**config.mk**
```make
export PLATFORM = sky130hd
export DESIGN_NAME = layer1_ch_sched
export DESIGN_NICKNAME = d
export VERILOG_FILES = /design/src/rtl/layer1_ch_sched_pkg.sv /design/src/rtl/layer1_pix_buf.sv /design/src/rtl/layer1_ch_sched.sv
export SDC_FILE = /design/constraint.sdc
export NUM_CORES = 1
export LEC_CHECK = 0
export CORE_AREA = 2 2 278 280
export CTS_CLUSTER_DIAMETER = 200
export DETAILED_ROUTE_END_ITERATION = 12
export DIE_AREA = 0 0 280 282
export PLACE_DENSITY = 0.62
export SETUP_SLACK_MARGIN = 0.3
export SLEW_MARGIN = 0
export SYNTH_ARGS = -nofsm -noshare
export SYNTH_HDL_FRONTEND = slang
export SYNTH_HIERARCHICAL = 1
export SYNTH_SLANG_ARGS = --single-unit
```
**constraint.sdc**
```tcl
create_clock -name clk -period 15.99 [get_ports clk]
set_input_delay 3.198 -clock clk [delete_from_list [all_inputs] [get_ports clk]]
set_output_delay 3.198 -clock clk [all_outputs]
set_load 0.1 [all_outputs]
```
**src/rtl/layer1_ch_sched_pkg.sv**
```systemverilog
// layer1_ch_sched_pkg: shared sizes and FSM encoding for the layer-1 channel scheduler
package layer1_ch_sched_pkg;
  localparam int DATA_W = 16;
  localparam int NUM_CH = 16;
  localparam int CNT_W = 7;
  localparam int CH_W = 4;
  localparam int PIX_W = NUM_CH * DATA_W;
  typedef enum logic {IDLE = 1'b0, SEND = 1'b1} state_e;
endpackage

```
**src/rtl/layer1_pix_buf.sv**
```systemverilog
// layer1_pix_buf: 2-entry pixel store (all channels plus h/v) with write/read pointers and occupancy
module layer1_pix_buf
  import layer1_ch_sched_pkg::*;
(
  input  logic             clk,
  input  logic             rst,
  input  logic             wr_en_i,
  input  logic [PIX_W-1:0] wr_data_i,
  input  logic [CNT_W-1:0] wr_h_i,
  input  logic [CNT_W-1:0] wr_v_i,
  input  logic             rd_pop_i,
  output logic [PIX_W-1:0] rd_data_o,
  output logic [CNT_W-1:0] rd_h_o,
  output logic [CNT_W-1:0] rd_v_o,
  output logic             full_o,
  output logic             empty_o
);
  logic [PIX_W-1:0] data_q [2];
  logic [CNT_W-1:0] h_q [2];
  logic [CNT_W-1:0] v_q [2];
  logic             wr_ptr_q, rd_ptr_q;
  logic [1:0]       count_q, count_d;
  always_comb count_d = count_q + {1'b0, wr_en_i} - {1'b0, rd_pop_i};
  always_ff @(posedge clk) begin
    if (rst) begin
      for (int i = 0; i < 2; i++) begin
        data_q[i] <= '0;
        h_q[i] <= '0;
        v_q[i] <= '0;
      end
      wr_ptr_q <= 1'b0;
      rd_ptr_q <= 1'b0;
      count_q <= '0;
    end else begin
      if (wr_en_i) begin
        data_q[wr_ptr_q] <= wr_data_i;
        h_q[wr_ptr_q] <= wr_h_i;
        v_q[wr_ptr_q] <= wr_v_i;
        wr_ptr_q <= ~wr_ptr_q;
      end
      if (rd_pop_i) rd_ptr_q <= ~rd_ptr_q;
      count_q <= count_d;
    end
  end
  assign rd_data_o = data_q[rd_ptr_q];
  assign rd_h_o = h_q[rd_ptr_q];
  assign rd_v_o = v_q[rd_ptr_q];
  assign full_o = count_q == 2'd2;
  assign empty_o = count_q == 2'd0;
endmodule

```
**src/rtl/layer1_ch_sched.sv**
```systemverilog
// layer1_ch_sched: buffers parallel ReLU pixels and replays them as a serial channel stream.
// LAYER1_ZERO_SKIP_EN: skip zero-valued channels except the last one.
module layer1_ch_sched
  import layer1_ch_sched_pkg::*;
(
  input  logic              clk,
  input  logic              rst,
  input  logic              relu_vsync,
  input  logic              relu_href,
  input  logic [CNT_W-1:0]  relu_h_cnt,
  input  logic [CNT_W-1:0]  relu_v_cnt,
  input  logic [PIX_W-1:0]  relu_data,
  output logic              ser_valid,
  input  logic              ser_ready,
  output logic [DATA_W-1:0] ser_data,
  output logic [CH_W-1:0]   ser_ch,
  output logic [CNT_W-1:0]  ser_h_cnt,
  output logic [CNT_W-1:0]  ser_v_cnt,
  output logic              ser_last,
  output logic              ser_sof,
  output logic              stall,
  output logic              overflow
);
  logic [PIX_W-1:0] pix;
  logic [CH_W-1:0]  ch_idx_q, eff_ch;
  logic             full, empty, xfer, pop, cap, ovf_set, overflow_q, vsync_q;
  state_e           state_q;
  layer1_pix_buf u_buf (
    .clk      (clk),
    .rst      (rst),
    .wr_en_i  (cap),
    .wr_data_i(relu_data),
    .wr_h_i   (relu_h_cnt),
    .wr_v_i   (relu_v_cnt),
    .rd_pop_i (pop),
    .rd_data_o(pix),
    .rd_h_o   (ser_h_cnt),
    .rd_v_o   (ser_v_cnt),
    .full_o   (full),
    .empty_o  (empty)
  );
`ifdef LAYER1_ZERO_SKIP_EN
  // first nonzero channel at or after ch_idx_q; last channel is the fallback
  always_comb begin
    eff_ch = CH_W'(NUM_CH - 1);
    for (int c = NUM_CH - 2; c >= 0; c--)
      if (CH_W'(c) >= ch_idx_q && pix[c*DATA_W +: DATA_W] != '0) eff_ch = CH_W'(c);
  end
`else
  always_comb eff_ch = ch_idx_q;
`endif
  assign ser_valid = (state_q == SEND) & ~empty;
  assign ser_data = pix[eff_ch*DATA_W +: DATA_W];
  assign ser_ch = ser_valid ? eff_ch : '0;
  assign ser_last = ser_valid & (eff_ch == CH_W'(NUM_CH - 1));
  assign ser_sof = ser_valid & (ch_idx_q == '0) & (ser_h_cnt == '0) & (ser_v_cnt == '0);
  assign xfer = ser_valid & ser_ready;
  assign pop = xfer & ser_last;
  assign cap = relu_href & (~full | pop);
  assign ovf_set = relu_href & ~cap;
  assign stall = full;
  assign overflow = overflow_q;
  always_ff @(posedge clk) begin
    if (rst) begin
      state_q <= IDLE;
      ch_idx_q <= '0;
      overflow_q <= 1'b0;
      vsync_q <= 1'b0;
    end else begin
      vsync_q <= relu_vsync;
      overflow_q <= ovf_set | (overflow_q & ~(relu_vsync & ~vsync_q));
      ch_idx_q <= pop ? '0 : xfer ? eff_ch + 1'b1 : ch_idx_q;
      state_q <= cap ? SEND : (pop & ~full) ? IDLE : state_q;
    end
  end
endmodule
```
== Word-level counts from Yosys, hierarchy flattened ==
Memories as Yosys holds them, arrays and structs flattened. A register that Yosys moved wholly into a read port is not among the register bits.
Index checks and enable logic that the tools add are counted.

* Output and inout port bits: 39
* Bits in registers: 11
* Memories: 3
* Logic and storage cells: 69
* RAM bits: 540
* Input port bits: 275

* Shifts and indexed selects: 1
* Eq/ne operators: 2
* Add/sub/neg operators: 3
* Reduce and logical (&&, ||, !) cells: 9
* Bitwise logic cells: 21
* Muxes and demuxes: 23

{| class="wikitable"
|+ Memories
! memory !! words !! bits a word !! rd ports !! clocked after Yosys merged registers in !! write ports !! line !! RTL
|-
| u_buf.data_q || 2 || 256 || 1 || 1 || 2 || layer1_pix_buf.sv:18 || <nowiki>logic [PIX_W-1:0] data_q [2];</nowiki>
|-
| u_buf.h_q || 2 || 7 || 1 || 1 || 2 || layer1_pix_buf.sv:19 || <nowiki>logic [CNT_W-1:0] h_q [2];</nowiki>
|-
| u_buf.v_q || 2 || 7 || 1 || 1 || 2 || layer1_pix_buf.sv:20 || <nowiki>logic [CNT_W-1:0] v_q [2];</nowiki>
|}

{| class="wikitable"
|+ Operators with widths
! operator !! count
|-
| $mux 256 || 1
|-
| $reduce_or 256->1 || 1
|-
| $shiftx 256x9->16 || 1
|-
| $mux 1 || 19
|-
| $logic_not 7->1 || 2
|-
| $mux 7 || 2
|-
| $reduce_or 7->1 || 2
|-
| $and 1x1->1 || 12
|-
| $not 1->1 || 7
|-
| $add 4x1->4 const B || 1
|-
| $eq 4x4->1 const B || 1
|-
| $logic_not 4->1 || 1
|-
| $mux 4 || 1
|-
| $add 2x1->2 || 1
|-
| $eq 2x2->1 const B || 1
|-
| $logic_not 2->1 || 1
|-
| $or 1x1->1 || 2
|-
| $reduce_bool 2->1 || 1
|-
| $reduce_or 2->1 || 1
|-
| $sub 2x1->2 || 1
|}

== Logic depth before layout (Yosys ltp) ==
* Word-level depth: 12
* Gate-level depth with buffers: 9
* Gate-level depth less buffers: 9

== By module ==
Netlist, hierarchy kept.

{| class="wikitable"
|+ Modules (own cells, without submodules)
! module !! seq. area each (um^2) !! instances !! cells each !! area an instance (um^2)
|-
| layer1_pix_buf || 16,315.6 || 1 || 1,763 || 23,876.6
|-
| layer1_ch_sched || 140.1 || 1 || 191 || 2,414.8
|}

== Worst setup path after synthesis ==
No wires, ideal clock.

* Kind: input to register
* From: input port ser_ready
* To: memory u_buf/data_q[1][0] in the netlist's numbering (enable)
* Required time: 15.310 ns
* Library setup time: 0.680 ns
* Setup slack: 5.053 ns
* Stages on the path: 5
* Path buffers: 1
* Arrival time: 10.257 ns
* Cells stage by stage: nand4_1 a21boi_0 nand2_1 buf_2 nand2b_1

{| class="wikitable"
|+ RTL lines
! what !! line !! RTL
|-
| from (decl) || layer1_ch_sched.sv:14 || <nowiki>input logic ser_ready,</nowiki>
|-
| to (decl) || layer1_pix_buf.sv:18 ||
|}

== Worst setup path after layout ==
* From: register ch_idx_q[0]
* To: output port ser_data[1]

* Cells in the longest elaborated chain, start to end: 1

{| class="wikitable"
|+ RTL lines
! what !! line !! RTL
|-
| from (decl) || layer1_ch_sched.sv:25 || <nowiki>logic [CH_W-1:0] ch_idx_q, eff_ch;</nowiki>
|-
| from (signal assigned) || layer1_ch_sched.sv:72 || <nowiki>ch_idx_q <= pop ? '0 : xfer ? eff_ch + 1'b1 : ch_idx_q;</nowiki>
|-
| $shiftx 256x9->16 || layer1_ch_sched.sv:53 || <nowiki>assign ser_data = pix[eff_ch*DATA_W +: DATA_W];</nowiki>
|-
| to (decl) || layer1_ch_sched.sv:15 || <nowiki>output logic [DATA_W-1:0] ser_data,</nowiki>
|}

Every way passes these cells.

==> results.sh <==
export IMPL_status="finished, final reports clean"
export IMPL_crit_chain="buf_4, nor2b_1, a221oi_1, a21o_1, a221o_1, clkdlybuf4s50_1"
export IMPL_synth_seq_area_share=0.6259
export IMPL_htreeDepth=2
export IMPL_synthCells=1954
export IMPL_cts_hold_buf=0
export IMPL_num_rows=101
export IMPL_drive_gt1_frac=0.2012
export IMPL_slew_violations=0
export IMPL_core_mm2=0.07570
export IMPL_switchingPower_uw=886.4
export IMPL_drc=0
export IMPL_routedWlPerCell_um=22.09
export IMPL_vias=16210
export IMPL_ys_warn_count=6
export IMPL_cap_violations=0
export IMPL_fin_worst_skew_ns=0.01246
export IMPL_vdd_ir_drop_max_v=0.00009136
export IMPL_setup_viol=0
export IMPL_cts_tree="built"
export IMPL_hp_class="reg2reg"
export IMPL_grt_max_degree=221
export IMPL_cts_root_buf="clkbuf_16"
export IMPL_pwr_share_seq=0.470
export IMPL_grt_first_pass_wirelength_um=102700
export IMPL_post_route_period_util=0.5054
export IMPL_nFillCells=6787
export IMPL_path_delay_family="buffers and inverters"
export IMPL_finalCriticalPeriod_ns=8.082
export IMPL_finalSetupTns_ns=0
export IMPL_ys_ff_latch=552
export IMPL_critPathMaxStageDelay_ns=1.19
export IMPL_syn_avg_cell_area_um2=13.46
export IMPL_synth_net_count=2233
export IMPL_postCtsSetupBuffers=0
export IMPL_area_growth_pct=22.41
export IMPL_port_buffers=313
export IMPL_wl_um=71230
export IMPL_synth_edf_count=540
export IMPL_p_int_uw=2852
export IMPL_ant_nets=0
export IMPL_dp_hpwl_um=46040
export IMPL_dieHeight_um=282
export IMPL_grt_util_all_layers=0.1755
export IMPL_ios=314
export IMPL_cts_sinks=552
export IMPL_gr_total_overflow=0
export IMPL_rsz0062_at_grt="false"
export IMPL_cts_resized=0
export IMPL_combinationalPowerShare=0.129
export IMPL_critPathMaxFanout=32
export IMPL_grt_pass1_vias=16480
export IMPL_clockBufferDepth=3
export IMPL_nets=2478
export IMPL_syn_area_mm2=0.02629
export IMPL_path_clk_slew_ns=0.06
export IMPL_numCtsBuffers=58
export IMPL_pwr_share_clk=0.401
export IMPL_worstSetupPathType="reg2out"
export IMPL_dieArea_mm2=0.07896
export IMPL_async_flop_share=0
export IMPL_first_pass_iters=6
export IMPL_dr_first_iter_drc_count=1272
export IMPL_start_util=0.3473
export IMPL_place_congestion=0.7715
export IMPL_critPathLaunchType="register"
export IMPL_antenna_found_initial=1
export IMPL_clkLatencyLatePin_ns=0.61
export IMPL_cp_arrival_ns=4.88
export IMPL_fmax_mhz=123.7
export IMPL_power_leakage_uw=0.01140
export IMPL_synth_ff_type="edfxtp_1"
export IMPL_hold_viol_final=0
export IMPL_required_ns=12.79
export IMPL_power_uw=3738
export IMPL_swShare=0.2371
export IMPL_slowest_stage="clkdlybuf4s50_1"
export IMPL_max_slew_margin=0.1147
export IMPL_dieWidth_um=280
export IMPL_worst_pin_slew_ns=1.328
export IMPL_worstSetupEndpointType="output pin"
export IMPL_synth_distinct_cells=34
export IMPL_power_density_mw_per_mm2=116.2
export IMPL_path_buf_inv=2
export IMPL_avgViaCountPerCell=5.025
## kinds of logic (layout without fill, tap and decap cells)
family / Yosys count / after routing / share of synthesized area
flops: 552 / 552 / 0.6259
mux: 351 / 351 / 0.1760
xor+xnor: 5 / 5 / 0.002189
fa+ha+maj: 4 / 4 / 0.001904
compound gates: 33 / 33 / 0.01033
other cells: 0 / 1 / 0
buf+inv: 150 / 442 / 0.03203
simple gates: 859 / 859 / 0.1517
## cells in the final DEF, fill, tap and decap left out, types with 2 or more instances in the layout
| master | instances |
|---|---|
| nor2_1 | 549 |
| edfxtp_1 | 540 |
| clkdlybuf4s50_1 | 312 |
| nand2b_1 | 272 |
| mux2_2 | 270 |
| mux4_2 | 62 |
| clkbuf_16 | 61 |
| mux2i_1 | 19 |
| bufinv_16 | 15 |
| nor2b_1 | 13 |
| buf_4 | 13 |
| a221oi_1 | 9 |
| a21o_1 | 9 |
| a221o_1 | 9 |
| dfxtp_1 | 9 |
| clkinv_2 | 9 |
| inv_1 | 6 |
| and2_1 | 6 |
| clkinv_4 | 6 |
| clkbuf_1 | 6 |
| clkinv_1 | 5 |
| clkinvlp_4 | 5 |
| nor3_1 | 4 |
| nand3_1 | 4 |
| ha_1 | 4 |
| a21oi_1 | 3 |
| dfxtp_4 | 3 |
| nand2b_4 | 3 |
| buf_12 | 3 |
| nand4_1 | 2 |
| nor4_1 | 2 |
| xor2_1 | 2 |
| xnor2_1 | 2 |
## sequential cells by signal, summed over array words and instances (netlist names), named ones only
| register | cells |
|---|---|
| u_buf/count_q | 2 |
| u_buf/rd_ptr_q | 1 |
| state_q | 1 |
| u_buf/h_q | 14 |
| vsync_q | 1 |
| u_buf/data_q | 512 |
| ch_idx_q | 4 |
| u_buf/wr_ptr_q | 1 |
| u_buf/v_q | 14 |
| overflow | 1 |
## cell type report
cell class / count / area, um^2 / area share
sequential: 552 / 16470 / 0.5116
multi-input combinational: 1252 / 9024 / 0.2804
timing repair buffer: 329 / 3292 / 0.1023
clock buffer: 67 / 1549 / 0.04813
tap: 978 / 1224 / 0.03802
clock inverter: 40 / 604.3 / 0.01878
inverter: 6 / 22.52 / 0.0006998
antenna: 1 / 2.502 / 0.00007775
## power by group through the flow
stage               clock (uW)  combinational [uW]  sequential, uW
global route              1580                 512            1770
global placement             0                 481            1780
detailed placement           0                 485            1790
floorplan                    0                 296            1800
CTS                       1530                 488            1760
finish                    1500                 482            1760
## cell usage after synthesis, drive strengths merged (2+ instances only)
library cell | number | area share
clkbuf | 49 | 0.0070
dfxtp | 12 | 0.0091
xnor2 | 2 | 0.00067
nand3 | 4 | 0.00076
nand2 | 2 | 0.00029
a21o | 9 | 0.0026
nand2b | 275 | 0.065
nor2b | 13 | 0.0031
mux2 | 270 | 0.12
nor4 | 2 | 0.00048
xor2 | 2 | 0.00067
nor2 | 549 | 0.078
inv | 6 | 0.00086
mux4 | 62 | 0.053
nor3 | 4 | 0.00076
mux2i | 19 | 0.0072
a221o | 9 | 0.0034
buf | 95 | 0.024
a221oi | 9 | 0.0030
nand4 | 2 | 0.00048
a21oi | 3 | 0.00057
edfxtp | 540 | 0.62
ha | 4 | 0.0019
and2 | 6 | 0.0014
## layer usage
metal / vias up / GRT usage / part of all wire
met1: 8190 / 0.2346 / 0.42
li1: 7407 / - / -
met3: 94 / 0.03605 / 0.068
met5: - / 0 / 0
met4: 0 / 0.04868 / 0.024
met2: 514 / 0.2897 / 0.49
## worst paths after layout
kind	from	endpoint	slack, ns	cells after the start
worst min register to register	state_q	state_q	0.47	1
worst min-delay path	state_q	state_q	0.47	1
worst max-delay path	ch_idx_q[0]	ser_data[1]	7.91	6
worst max register to register	ch_idx_q[0]	u_buf/data_q[1][188]	9.23	9
## stage by stage
stage	utilization	instances	hold WS, ns	setup slack [ns]	cell area (um^2)
after floorplan	-	1954	0.4330	5.053	26290
after global placement	0.3967	3117	0.4472	7.597	30030
after detailed placement	0.3967	3117	0.4536	7.516	30030
after CTS	0.4251	3224	0.4694	7.781	32180
after global routing	0.4252	3225	0.4948	7.583	32180
final	0.4252	3225	0.4691	7.908	32180
No activity file was read; power rests on OpenSTA's default activity.
